--- src/rtl/gray_updown.sv ---
// gray_updown: modulo-MOD up/down counter with registered binary and Gray outputs.
// Ports: clk, rst (sync, active-high), en, dir (1=up), load, load_val (binary or Gray),
//        bin_out, gray_out (registered), tc (combinational terminal count),
//        wrap (pulse after a wrapping step), bad_load (pulse after a rejected load).
module gray_updown #(
   parameter int MOD       = 16,
   parameter int SATURATE  = 0,
   parameter int LOAD_GRAY = 0,
   localparam int W        = (MOD > 2) ? $clog2(MOD) : 1
) (
   input  logic         clk,
   input  logic         rst,
   input  logic         en,
   input  logic         dir,
   input  logic         load,
   input  logic [W-1:0] load_val,
   output logic [W-1:0] bin_out,
   output logic [W-1:0] gray_out,
   output logic         tc,
   output logic         wrap,
   output logic         bad_load
);

   localparam logic [W-1:0] MAX  = W'(MOD - 1);
   localparam logic [W:0]   MODV = (W+1)'(MOD);

   logic [W-1:0] bin_q, bin_d;
   logic [W-1:0] gray_q, gray_d;
   logic         wrap_q, wrap_d;
   logic         bad_q, bad_d;
   logic [W-1:0] dec;
   logic         load_ok;

   // Gray loads are converted with a prefix XOR from the MSB down.
   always_comb begin
      dec = load_val;
      if (LOAD_GRAY != 0) begin
         for (int i = W - 2; i >= 0; i--) begin
            dec[i] = dec[i+1] ^ load_val[i];
         end
      end
   end

   assign load_ok = ({1'b0, dec} < MODV);

   // Ends of range are found by comparison, so non-power-of-two MOD wraps cleanly.
   always_comb begin
      bin_d  = bin_q;
      wrap_d = 1'b0;
      bad_d  = 1'b0;
      if (load) begin
         if (load_ok) begin
            bin_d = dec;
         end else begin
            bad_d = 1'b1;
         end
      end else if (en) begin
         if (dir) begin
            if (bin_q == MAX) begin
               if (SATURATE == 0) begin
                  bin_d  = '0;
                  wrap_d = 1'b1;
               end
            end else begin
               bin_d = bin_q + W'(1);
            end
         end else begin
            if (bin_q == '0) begin
               if (SATURATE == 0) begin
                  bin_d  = MAX;
                  wrap_d = 1'b1;
               end
            end else begin
               bin_d = bin_q - W'(1);
            end
         end
      end
   end

   // Gray comes from the next binary value so both registers move together.
   assign gray_d = bin_d ^ (bin_d >> 1);

   always_ff @(posedge clk) begin
      if (rst) begin
         bin_q  <= '0;
         gray_q <= '0;
         wrap_q <= 1'b0;
         bad_q  <= 1'b0;
      end else begin
         bin_q  <= bin_d;
         gray_q <= gray_d;
         wrap_q <= wrap_d;
         bad_q  <= bad_d;
      end
   end

   assign bin_out  = bin_q;
   assign gray_out = gray_q;
   assign wrap     = wrap_q;
   assign bad_load = bad_q;
   assign tc       = (dir && (bin_q == MAX)) || (!dir && (bin_q == '0));

endmodule
--- config.mk ---
export PLATFORM = sky130hd
export DESIGN_NAME = gray_updown
export DESIGN_NICKNAME = d
export VERILOG_FILES = /design/src/rtl/gray_updown.sv
export SDC_FILE = /design/constraint.sdc
export NUM_CORES = 1
export LEC_CHECK = 0
export ABC_AREA = 1
export BUFFER_PORTS_ARGS = -buffer_cell sky130_fd_sc_hd__buf_2
export CORE_AREA = 2 2 39 41
export CTS_BUF_LIST = sky130_fd_sc_hd__clkbuf_16
export CTS_CLUSTER_SIZE = 20
export DETAILED_ROUTE_END_ITERATION = 10
export DIE_AREA = 0 0 41 43
export GPL_ROUTABILITY_DRIVEN = 0
export PLACE_DENSITY = 0.66
export RECOVER_POWER = 100
export SYNTH_ARGS = -nofsm -noshare
export SYNTH_HDL_FRONTEND = slang
export SYNTH_SLANG_ARGS = --single-unit
--- constraint.sdc ---
create_clock -name clk -period 2.6 [get_ports clk]
set_input_delay 0.26 -clock clk [delete_from_list [all_inputs] [get_ports clk]]
set_output_delay 0.26 -clock clk [all_outputs]
set_load 0.03 [all_outputs]
Word-level counts from Yosys, hierarchy flattened
Index checks and enable logic that the tools add are counted.
{"block": "totals", "ramBits": 0, "output_inout_bits": 11, "n_memories": 0, "romBits": 0, "latchBits": 0, "inputBits": 9, "wordCells": 22, "regBits": 9}
{"block": "classes", "multipliers": 0, "eq_ne": 1, "n_bitwise": 2, "shift": 0, "n_reduce_logical": 6, "n_lt_le_gt_ge": 0, "div_mod_pow": 0, "add_sub_neg": 2, "muxes": 8}
{"cell": "$mux W4", "n": 5}
{"cell": "$add A4 B1 Y4 const B", "n": 1}
{"cell": "$eq A4 B4 Y1 const B", "n": 1}
{"cell": "$logic_not A4 Y1", "n": 1}
{"cell": "$sub A4 B1 Y4 const B", "n": 1}
{"cell": "$xor A4 B3 Y4", "n": 1}
{"cell": "$mux W1", "n": 3}
{"cell": "$reduce_or A3 Y1", "n": 1}
{"cell": "$logic_and A1 B1 Y1", "n": 2}
{"cell": "$logic_not A1 Y1", "n": 1}
{"cell": "$logic_or A1 B1 Y1", "n": 1}
{"cell": "$not A1 Y1", "n": 1}

Depth between registers and ports, before layout
{"block": "logic_depth", "ltp_word": 6, "mapped_depth": 12, "depth_no_buf": 12}

Worst setup path after synthesis
OpenSTA, ideal clock, no wires.
{"block": "synth_timing", "kind": "reg2reg", "start": "register bin_q[0], in the netlist bin_out[0]", "end": "register gray_q[1], in the netlist gray_out[1]", "synth_period_minus_slack_ns": 1.658, "setup_time_ns": 0.122, "path_stages_with_launch": 10, "t_arrival_ns": 1.536, "path_slack_ns": 0.942, "n_path_buf": 0, "t_required_ns": 2.478, "cell_sequence": "dfxtp_1 -> inv_1 -> ha_1 -> xnor2_1 -> o21ai_1 -> nand2_1 -> inv_1 -> nor2_1 -> nor2_1 -> a21oi_1"}
{"block": "synth_between", "elab_chain_cells": 6, "word_cells_on_any_way": 10, "classes_between": "2 x add/sub; 1 x eq/ne; 5 x mux; 1 x bitwise; 1 x reduce/logical"}
{"element": "start, declared", "line": "27", "source": "logic [W-1:0] bin_q, bin_d;"}
{"element": "start signal, assigned", "line": "90", "source": "bin_q <= bin_d;"}
{"element": "$sub A4 B1 Y4, or another cell as far along", "line": "74", "source": "bin_d = bin_q - W'(1);"}
{"element": "$mux W4 (on tied branches)", "line": "68, 59"}
{"element": "$mux W4 (*)", "line": "58", "source": "if (dir) begin"}
{"element": "$mux W4 (*)", "line": "57", "source": "end else if (en) begin"}
{"element": "$mux W4 (*)", "line": "51", "source": "if (load) begin"}
{"element": "$xor A4 B3 Y4 (*)", "line": "81", "source": "assign gray_d = bin_d ^ (bin_d >> 1);"}
{"element": "end signal, assigned", "line": "91", "source": "gray_q <= gray_d;"}
{"element": "end, declared", "line": "28", "source": "logic [W-1:0] gray_q, gray_d;"}
Every way passes the cells marked *; elsewhere a longest branch is shown, timed or not.
A chain may end at the register's enable or synchronous reset.

Final worst setup path
Ends and elaborated chain as after synthesis.

==> impl_metrics.env <==
export IMPL_yosys_top_cells_area="dfxtp_1 31%, nand2_1 15%, nand3_1 7.6%, inv_1 6.4%, nor2_1 6.4%"
export IMPL_crit_start="bin_out[0]"
export IMPL_drv_slew=0
export IMPL_antenna_found_initial=0
export IMPL_endpoint_kind="register"
export IMPL_max_freq_mhz=560
export IMPL_period_minus_slack_ps=1780
export IMPL_die_h_um=43
export IMPL_track_usage=0.157
export IMPL_area_growth_syn_to_layout_pct=27.2
export IMPL_rsz0062_at_grt="false"
export IMPL_io_buffers=18
export IMPL_path_class="register to register"
export IMPL_ys_ff_latch=8
export IMPL_rr_worst_depth=11
export IMPL_postCtsHoldBufs=0
export IMPL_clk_pin_slew_ps=40
export IMPL_cts_buffers_inserted=3
export IMPL_drt_pass1_iter_count=4
export IMPL_max_cap_violations=0
export IMPL_dp_hpwl_um=877
export IMPL_via_count=541
export IMPL_viasPerCell=4.79
export IMPL_wl_met3_um=74
export IMPL_r2r_start="bin_out[0]"
export IMPL_final_util=0.482
export IMPL_die_w_um=41
export IMPL_synth_cell_area_um2=524
export IMPL_dr_wl_met2_um=506
export IMPL_peakVddDrop_mv=0.454
export IMPL_grt_max_degree=10
export IMPL_crit_fanout=7
export IMPL_top_layer="met4"
export IMPL_finalHoldViolCount=0
export IMPL_critPathCapture="gray_out[1]"
export IMPL_cts_repair_resized=0
export IMPL_rows=14
export IMPL_syn_avg_cell_area_um2=6.64
export IMPL_grt_pass1_wl_um=1840
export IMPL_place_area_um2=608
export IMPL_postLayoutCellArea_um2=667
export IMPL_clock_sinks=8
export IMPL_drive_above_1_share=0.165
export IMPL_startpoint_type="register"
export IMPL_first_global_vias=439
export IMPL_start_util=0.379
export IMPL_cts_tree="done"
export IMPL_yosysTopAreaCellShare=0.305
export IMPL_core_um2=1380
export IMPL_setup_viol=0
export IMPL_min_from="rst"
export IMPL_arrival_ps=1950
export IMPL_ctsRootBufferMaster="clkbuf_16"
export IMPL_yosys_warnings=0
export IMPL_skew_ps=2.74
export IMPL_synth_largest_area_cell="dfxtp_1"
export IMPL_htree_levels=1
export IMPL_wirelength_um=1150
export IMPL_syn_instance_count=79
export IMPL_drt_met1_wl_um=538
export IMPL_antenna_left=0
export IMPL_p_per_area_nw_per_um2=765
export IMPL_nets=110
export IMPL_r2r_setup_slack_ps=820
export IMPL_synth_cell_types=19
export IMPL_timing_hold_ws_ps=288
export IMPL_r2r_end="gray_out[1]"
export IMPL_antenna_cells=0
export IMPL_drtIter0Drc=20
export IMPL_holdCritPathClass="input port to register"
export IMPL_synthesis_nets=90
export IMPL_drc=0
export IMPL_fin_setup_tns_ps=0
export IMPL_wire_per_inst_um=10.1
export IMPL_instances_no_fill=113
export IMPL_grt_overflow=0
export IMPL_placed_cells=110
export IMPL_die_area_um2=1760
export IMPL_clockBufferDepth=2
export IMPL_p_leak_nw=0.327
export IMPL_synth_seq_area_share=0.305
export IMPL_post_cts_buffers=0
export IMPL_status="finished, final reports clean"
export IMPL_ioPinCount=20
export IMPL_fin_crit_sh=0.686
export IMPL_cp_required_ps=2760
export IMPL_clk_latency_ps=230
-- placed cells by master (no fill, tap or decap) --
cell type  instances
nand2_1           21
clkbuf_1          10
inv_1              9
nor2_1             9
nand3_1            8
dfxtp_1            8
buf_2              8
a21oi_1            5
o21ai_0            3
clkbuf_16          3
nor2_4             2
nand4_1            2
ha_1               2
inv_2              1
xnor2_1            1
a21oi_2            1
nand3_2            1
clkinv_1           1
a2111oi_0          1
conb_1             1
-- synthesized netlist by cell type (all sizes together) --
master and count:
nor2 11, buf 3, a2111oi 1, a21oi 6
dfxtp 8, o21ai 3, xnor2 1, conb 1
inv 11, nand2 21, nand4 2, ha 2
nand3 9
-- report_power, final --
| group | total, mW | leakage, nW | internal (mW) | switching [mW] |
|---|---|---|---|---|
| Clock | 0.259 | 0.0370 | 0.198 | 0.0610 |
| Sequential | 0.146 | 0.0664 | 0.134 | 0.0116 |
| Combinational | 0.105 | 0.223 | 0.0321 | 0.0730 |
-- stage by stage --
| step | total power, mW | setup WS (ps) |
|---|---|---|
| floorplan | 0.230 | 942 |
| global placement | 0.257 | 1080 |
| detailed placement | 0.258 | 1040 |
| CTS | 0.519 | 973 |
| global route | 0.531 | 645 |
| finish | 0.510 | 816 |
-- final cells by class --
class	count	area, um^2
clock buffers	3	75.1
fillers	145	717
inverters	11	41.3
multi-input cells	57	293
flip-flops and latches	8	160
well taps	16	20.0
repair buffers	18	77.6
-- cells by family (layout without fill, tap and decap cells) --
group / count (synthesis) / in the layout / synth area share
xor gates and xnor gates: 1 / 1 / 0.0167
other: 1 / 1 / 0.00715
adders and majority gates: 2 / 2 / 0.0477
DFF: 8 / 8 / 0.305
buffers and inverters: 14 / 32 / 0.129
AOI/OAI and AO/OA: 10 / 10 / 0.117
and+or+nand+nor: 43 / 43 / 0.377
-- registers in the layout, summed over array words and instances (netlist names) --
name / count
bin_out: 4
gray_out: 3
wrap: 1
-- critical path: stages, from the launching register on --
cell      delay, ps
dfxtp_1         420
inv_1           100
ha_1            240
nand2_1          70
nand2_1          60
nand3_1          80
nand3_2          70
o21ai_0         190
clkinv_1        200
nor2_4          120
nor2_1           40
a21oi_1         110
-- worst min-delay path by stage --
stage	to	slack (ps)	depth (start not counted)
2_1_floorplan	bin_out[2]	330	1
3_3_place_gp	bin_out[2]	520	2
3_5_place_dp	bin_out[2]	530	2
4_1_cts	bin_out[2]	290	2
5_1_grt	bin_out[2]	310	2
6_report	bin_out[2]	290	2
-- routing by layer --
layer  global-route usage  up-vias
li1                     -      285
met1                0.212      237
met2                0.219       16
met3               0.0314        3
met4                0.100        0
met5                    0        -
Note: power is estimated with default switching activity, not from simulation.
